$ cat src/rtl/nb_pkg.sv
// Shared widths, FSM encoding and product sign-extension helper for the
// Naive Bayes dot-product sequencer.
package nb_pkg;

  localparam int unsigned DW     = 16;
  localparam int unsigned AW     = 36;
  localparam int unsigned ADDR_W = 8;
  localparam int unsigned CNT_W  = ADDR_W + 1;

  // Sign-extension constants for the product before it enters the accumulator.
  localparam int unsigned PROD_W = 2 * DW;
  localparam int unsigned EXT_W  = AW - PROD_W;

  typedef enum logic [1:0] {
    IDLE  = 2'd0,
    FETCH = 2'd1,
    DRAIN = 2'd2,
    DONE  = 2'd3
  } state_t;

  function automatic logic [AW-1:0] sext_prod(input logic [PROD_W-1:0] p);
    return {{EXT_W{p[PROD_W-1]}}, p};
  endfunction

endpackage

$ cat src/rtl/nb_dot_ctrl_if.sv
// Job request, memory read port and result handshake of the dot-product sequencer.
interface nb_dot_ctrl_if;
  import nb_pkg::*;

  logic                     start;
  logic [CNT_W-1:0]         len;
  logic [ADDR_W-1:0]        x_base;
  logic [ADDR_W-1:0]        w_base;
  logic                     busy;
  logic                     rd_en;
  logic [ADDR_W-1:0]        x_addr;
  logic [ADDR_W-1:0]        w_addr;
  logic signed [DW-1:0]     x_data;
  logic signed [DW-1:0]     w_data;
  logic                     res_valid;
  logic                     res_ready;
  logic [AW-1:0]            result;
  logic                     ovf;

  // Job issuer plus memories.
  modport master (
    output start, len, x_base, w_base, x_data, w_data, res_ready,
    input  busy, rd_en, x_addr, w_addr, res_valid, result, ovf
  );

  // Sequencer.
  modport slave (
    input  start, len, x_base, w_base, x_data, w_data, res_ready,
    output busy, rd_en, x_addr, w_addr, res_valid, result, ovf
  );

endinterface

$ cat src/rtl/nb_mac_acc.sv
// Signed multiply-accumulate with synchronous clear and sticky signed overflow.
module nb_mac_acc
  import nb_pkg::*;
(
  input  logic                 clk,
  input  logic                 reset_n,
  input  logic                 clr,
  input  logic                 en,
  input  logic signed [DW-1:0] a,
  input  logic signed [DW-1:0] b,
  output logic [AW-1:0]        acc,
  output logic                 ovf
);

  logic signed [PROD_W-1:0] prod;
  logic [AW-1:0]            addend;
  logic [AW-1:0]            sum;
  logic                     ovf_now;

  assign prod    = PROD_W'(a) * PROD_W'(b);
  assign addend  = sext_prod(prod);
  assign sum     = acc + addend;
  // Like-signed addends producing an opposite-signed sum.
  assign ovf_now = (acc[AW-1] == addend[AW-1]) && (sum[AW-1] != acc[AW-1]);

  always_ff @(posedge clk or negedge reset_n) begin
    if (!reset_n) begin
      acc <= '0;
      ovf <= 1'b0;
    end else if (clr) begin
      acc <= '0;
      ovf <= 1'b0;
    end else if (en) begin
      acc <= sum;
      ovf <= ovf | ovf_now;
    end
  end

endmodule

$ cat src/rtl/nb_dot_ctrl.sv
// Dot-product sequencer: streams len (x,w) pairs from two 1-cycle-latency
// memories into the MAC and returns the score on a valid/ready handshake.
module nb_dot_ctrl
  import nb_pkg::*;
(
  input  logic         clk,
  input  logic         reset_n,
  nb_dot_ctrl_if.slave bus
);

  state_t             state_q, state_d;
  logic [CNT_W-1:0]   cnt_q, cnt_d;
  logic [ADDR_W-1:0]  xa_q, xa_d;
  logic [ADDR_W-1:0]  wa_q, wa_d;
  logic               rd_q, rd_d;
  logic               busy_q, busy_d;
  logic               rv_q, rv_d;
  logic               vld_q;
  logic               accept;
  logic [AW-1:0]      acc;
  logic               acc_ovf;

  assign accept = (state_q == IDLE) && bus.start;

  // State register.
  always_ff @(posedge clk or negedge reset_n) begin
    if (!reset_n) state_q <= IDLE;
    else          state_q <= state_d;
  end

  // Next state; a zero-length job passes through DRAIN so DONE lands one edge later.
  always_comb begin
    state_d = state_q;
    case (state_q)
      IDLE:    if (bus.start) state_d = (bus.len == '0) ? DRAIN : FETCH;
      FETCH:   if (cnt_q == '0) state_d = DRAIN;
      DRAIN:   state_d = DONE;
      DONE:    if (bus.res_ready) state_d = IDLE;
      default: state_d = IDLE;
    endcase
  end

  // Next values of the registered outputs; cnt_q holds terms still to issue.
  always_comb begin
    cnt_d  = cnt_q;
    xa_d   = xa_q;
    wa_d   = wa_q;
    rd_d   = 1'b0;
    busy_d = 1'b0;
    rv_d   = 1'b0;
    case (state_q)
      IDLE: if (bus.start) begin
        cnt_d = bus.len - CNT_W'(1);
        xa_d  = bus.x_base;
        wa_d  = bus.w_base;
        rd_d  = (bus.len != '0);
      end
      FETCH: if (cnt_q != '0) begin
        cnt_d = cnt_q - CNT_W'(1);
        xa_d  = xa_q + ADDR_W'(1);
        wa_d  = wa_q + ADDR_W'(1);
        rd_d  = 1'b1;
      end
      default: ;
    endcase
    busy_d = (state_d != IDLE);
    rv_d   = (state_d == DONE);
  end

  always_ff @(posedge clk or negedge reset_n) begin
    if (!reset_n) begin
      cnt_q  <= '0;
      xa_q   <= '0;
      wa_q   <= '0;
      rd_q   <= 1'b0;
      busy_q <= 1'b0;
      rv_q   <= 1'b0;
      vld_q  <= 1'b0;
    end else begin
      cnt_q  <= cnt_d;
      xa_q   <= xa_d;
      wa_q   <= wa_d;
      rd_q   <= rd_d;
      busy_q <= busy_d;
      rv_q   <= rv_d;
      vld_q  <= rd_q;
    end
  end

  nb_mac_acc u_mac (
    .clk     (clk),
    .reset_n (reset_n),
    .clr     (accept),
    .en      (vld_q),
    .a       (bus.x_data),
    .b       (bus.w_data),
    .acc     (acc),
    .ovf     (acc_ovf)
  );

  assign bus.busy      = busy_q;
  assign bus.rd_en     = rd_q;
  assign bus.x_addr    = xa_q;
  assign bus.w_addr    = wa_q;
  assign bus.res_valid = rv_q;
  assign bus.result    = acc;
  assign bus.ovf       = acc_ovf;

endmodule

$ cat src/flat_wrapper.sv
// flat-port wrapper written by rule: the top's interface ports become plain ports
module nb_dot_ctrl_flat import nb_pkg::*;
  (clk, reset_n, bus_start, bus_len, bus_x_base, bus_w_base, bus_x_data, bus_w_data, bus_res_ready, bus_busy, bus_rd_en, bus_x_addr, bus_w_addr, bus_res_valid, bus_result, bus_ovf);
  nb_dot_ctrl_if bus_i ();
  input  logic clk;
  input  logic reset_n;
  input wire logic [$bits(bus_i.start)-1:0] bus_start;
  input wire logic [$bits(bus_i.len)-1:0] bus_len;
  input wire logic [$bits(bus_i.x_base)-1:0] bus_x_base;
  input wire logic [$bits(bus_i.w_base)-1:0] bus_w_base;
  input wire logic [$bits(bus_i.x_data)-1:0] bus_x_data;
  input wire logic [$bits(bus_i.w_data)-1:0] bus_w_data;
  input wire logic [$bits(bus_i.res_ready)-1:0] bus_res_ready;
  output wire logic [$bits(bus_i.busy)-1:0] bus_busy;
  output wire logic [$bits(bus_i.rd_en)-1:0] bus_rd_en;
  output wire logic [$bits(bus_i.x_addr)-1:0] bus_x_addr;
  output wire logic [$bits(bus_i.w_addr)-1:0] bus_w_addr;
  output wire logic [$bits(bus_i.res_valid)-1:0] bus_res_valid;
  output wire logic [$bits(bus_i.result)-1:0] bus_result;
  output wire logic [$bits(bus_i.ovf)-1:0] bus_ovf;
  assign bus_i.start = bus_start;
  assign bus_i.len = bus_len;
  assign bus_i.x_base = bus_x_base;
  assign bus_i.w_base = bus_w_base;
  assign bus_i.x_data = bus_x_data;
  assign bus_i.w_data = bus_w_data;
  assign bus_i.res_ready = bus_res_ready;
  assign bus_busy = bus_i.busy;
  assign bus_rd_en = bus_i.rd_en;
  assign bus_x_addr = bus_i.x_addr;
  assign bus_w_addr = bus_i.w_addr;
  assign bus_res_valid = bus_i.res_valid;
  assign bus_result = bus_i.result;
  assign bus_ovf = bus_i.ovf;
  nb_dot_ctrl u_core (.clk(clk), .reset_n(reset_n), .bus(bus_i));
endmodule
$ cat config.mk
export PLATFORM = sky130hd
export DESIGN_NAME = nb_dot_ctrl_flat
export DESIGN_NICKNAME = d
export VERILOG_FILES = /design/src/rtl/nb_pkg.sv /design/src/rtl/nb_dot_ctrl_if.sv /design/src/rtl/nb_mac_acc.sv /design/src/rtl/nb_dot_ctrl.sv /design/src/flat_wrapper.sv
export SDC_FILE = /design/constraint.sdc
export NUM_CORES = 1
export LEC_CHECK = 0
export CAP_MARGIN = 20
export CORE_MARGIN = 4
export CORE_UTILIZATION = 39
export DETAILED_ROUTE_END_ITERATION = 7
export GPL_ROUTABILITY_DRIVEN = 0
export PLACE_DENSITY = 0.63
export SLEW_MARGIN = 20
export SYNTH_ARGS = -nofsm -noshare
export SYNTH_HDL_FRONTEND = slang
export SYNTH_SLANG_ARGS = --single-unit
$ cat constraint.sdc
create_clock -name clk -period 3.4 [get_ports clk]
set_clock_uncertainty 0.1 [all_clocks]
set_input_delay 0.68 -clock clk [delete_from_list [all_inputs] [get_ports clk]]
set_output_delay 0.68 -clock clk [all_outputs]
set_load 0.05 [all_outputs]
==> metrics.md <==
| Metric | Value |
|---|---|
| Die Y | 203 µm |
| Unrepaired setup endpoints after global routing | true |
| Final-report hold violation count | 0 |
| Max-Cap Viols | 0 |
| Residual DRC | 0 |
| R2r setup slk | 0.30 ns |
| Final Max Tran Viols | 0 |
| Worst relative slew slack | 48.3% |
| Top cell type's share of synthesized area | between 30% and 40% |
| Failing checks | setup timing |
| Starting density of the core | 39.4% |
| R2r endpoint | u_core.u_mac.acc[32] |
| Setup TNS | -113.81 ns |
| Ys async rst share | 100% |
| Critical path launch point type | primary input |
| Area Growth Syn to Fin | 46.3% |
| WL per Instance | 16.4 µm |
| Critical Path Fanout Max | 6 |
| Die Area | a little over 40000 µm² |
| Final ANT Viol Nets | 0 |
| CP max stage delay | ~0.58 ns |
| GR peak layer | met2 |
| Final setup viols | 33 |
| Synth area leader | fa_1 |
| Clock root buffer master | clkbuf_16 |
| Port Buffer Count | ~120 |
| # clock sinks | 68 |
| Grt total ovfl | 0 |
| Arrival time worst endpoint | between 8 and 9 ns |
| Vias in the first global route | ~14000 |
| Number of synthesized flops with an enable pin | 0 |
| IO Pins | about 120 |
| Most used cell, CP | buf_4 |
| Synth top cells by count | inv_1, fa_1, nand2_1, and2_1, ha_1 |
| Register area | approximately 1700 µm² |
| Global-route wire length before repair | 72800 µm |
| Die Span X | roughly 200 µm |
| Met1 usage in global routing | 28.8% |
| Ant diodes | 0 |
| Critical-path top delay cell | fa_1 |
| Fin crit period | 7.88 ns |
| Vias per cell | 5.04 |
| CP Class | primary input to register |
| H-tree depth | 3 |
| Hold Path Class | primary input to asynchronous set/reset pin |
| Synth warn | 0 |
| F_max | 0.127 GHz |
| CTS tree | built |
| Worst r2r path cells | 13 |
| GRT met2 Usage | a little over a third |
| Actual slew at the worst max-slew pin | 0.775 ns |
| Pin count of the biggest net entering global routing | 44 |
| Distinct cell type count after synthesis | 63 |
| Worst reg2reg startpoint | u_core.u_mac.acc[0] |
| Met3 GRT Util | 2.95% |
| Number of antenna violations at the first check in global routing | 0 |
| Share of cells above drive strength 1 | 33.2% |
| FP Rows | around 70 |
| Status | finished with violations |
| CORE AREA | ~38000 µm² |
| Register area share after synthesis | a little under an eighth |
| Required time worst endpoint | about 3.6 ns |
| Total wire length | 43200 µm |
| Vias | 13200 |
| Fin crit share | 232% |
| Fillers | 3106 |
| GR Util All Layers | 21.3% |
| Top-count cell post-synth | inv_1 |
| Syn Area/Cell | 8.78 µm² |
| Maximum buffer depth of the clock tree | 2 |
| Post-route setup slack | -4.48 ns |
| Cts bufs inserted | 9 |
| Synth Instances | around 1700 |
| Area of the multi-input gates | 13400 µm² |
| Mapped Nets | 2130 |
| Largest cells by area after synthesis | fa_1, dfrtp_1, ha_1, inv_1, and2_1 |
| Top_reg_cell synth | dfrtp_1 |
| Mapped Area | 14800 µm² |
| Clk slew on worst S/H paths | 0.06 ns |
| 1st-pass router iterations | 5 |
| Final net count | 2556 |
| Yosys reg bits | 68 |
| Initial DRC count | 627 |
| Worst setup EP type | register |
| Hpwl dp | 32600 µm |
| Clk_lat worst skew | ~0.33 ns |
worst max-delay path by stage:
stage                   start              endpoint  slack, ns
6_report        bus_w_data[4]      u_core.u_mac.ovf      -4.48
5_1_grt         bus_w_data[3]      u_core.u_mac.ovf      -4.74
4_1_cts        bus_x_data[15]      u_core.u_mac.ovf      -4.50
3_5_place_dp    bus_x_data[6]  u_core.u_mac.acc[35]      -5.32
3_3_place_gp    bus_x_data[5]  u_core.u_mac.acc[35]      -5.16
2_1_floorplan   bus_w_data[3]  u_core.u_mac.acc[35]      -4.32
cell families after synthesis:
| logic type | Yosys count | share of synthesized area (%) |
|---|---|---|
| adders and majority gates | 383 | 45.7 |
| xor gates and xnor gates | 63 | 3.73 |
| and+or+nand+nor | 520 | 17.2 |
| DFF | 68 | 11.5 |
| AOI/OAI and AO/OA | 260 | 10.8 |
| buffers and inverters | 367 | 9.33 |
| muxes | 25 | 1.71 |
per-layer routing:
layer	share of wire (%)	vias to the layer above	wire [µm]
met1	44	6626	18900
met3	4.4	90	1880
met5	0	-	0
li1	-	6177	-
met2	49	354	21300
met4	2.5	0	1070
repair_timing:
action,in CTS,in global routing
setup endpoints to repair,34,34
pin swaps,179,121
resized for setup,379,130
hold buffers,0,0
gates cloned,12,0
setup buffers,70,24
critical path: cells and delay by family:
| family | cells | cell delay (ns) |
|---|---|---|
| buffers and inverters | 11 | 1.29 |
| adders and majority gates | 8 | 3.42 |
| AOI/OAI and AO/OA | 9 | 1.74 |
| and+or+nand+nor | 5 | 0.88 |
flip-flops by register name, indices dropped and copies added (netlist names):
signal                flops
u_core.u_mac.acc         36
u_core.bus.w_addr         8
u_core.bus.busy           1
u_core.cnt_q              9
u_core.u_mac.ovf          1
u_core.bus.res_valid      1
u_core.vld_q              1
u_core.bus.x_addr         8
u_core.state_q            2
u_core.bus.rd_en          1
cells in the final DEF (no fill, tap or decap), types with 35 or more instances in the layout:
master,netlist,routed
fa_1,263,238
ha_1,120,82
and2_4,0,35
a21oi_1,101,61
buf_4,0,263
and2_1,127,92
dfrtp_1,68,67
xnor2_1,48,35
clkdlybuf4s50_1,0,84
inv_2,0,38
nand2_1,191,166
inv_1,309,266
buf_6,0,80
nor2_1,77,68
area by class of cell:
cell class	count	area share (%)
inverters	309	5.41
flip-flops and latches	68	7.86
clock inverters	5	0.277
well taps	511	2.95
clock buffers	11	1.17
repair buffers	473	20.7
multi-input cells	1251	61.7
through the flow:
stage                     utilization, %  setup WS [ns]  hold slack (ns)  std cells  cell area [µm²]
after floorplan                        -          -4.32            0.284       1686            15500
after global placement              50.9          -5.16            0.269       2522            19100
after detailed placement            50.9          -5.32            0.276       2522            19100
after CTS                           55.9          -4.50            0.286       2618            21000
after global routing                57.6          -4.74            0.294       2628            21700
final                               57.6          -4.48            0.280       2628            21700
Power is left out: the tool's default activity adds up to more than one toggle a clock period on the data nets, which glitch-free logic cannot reach.
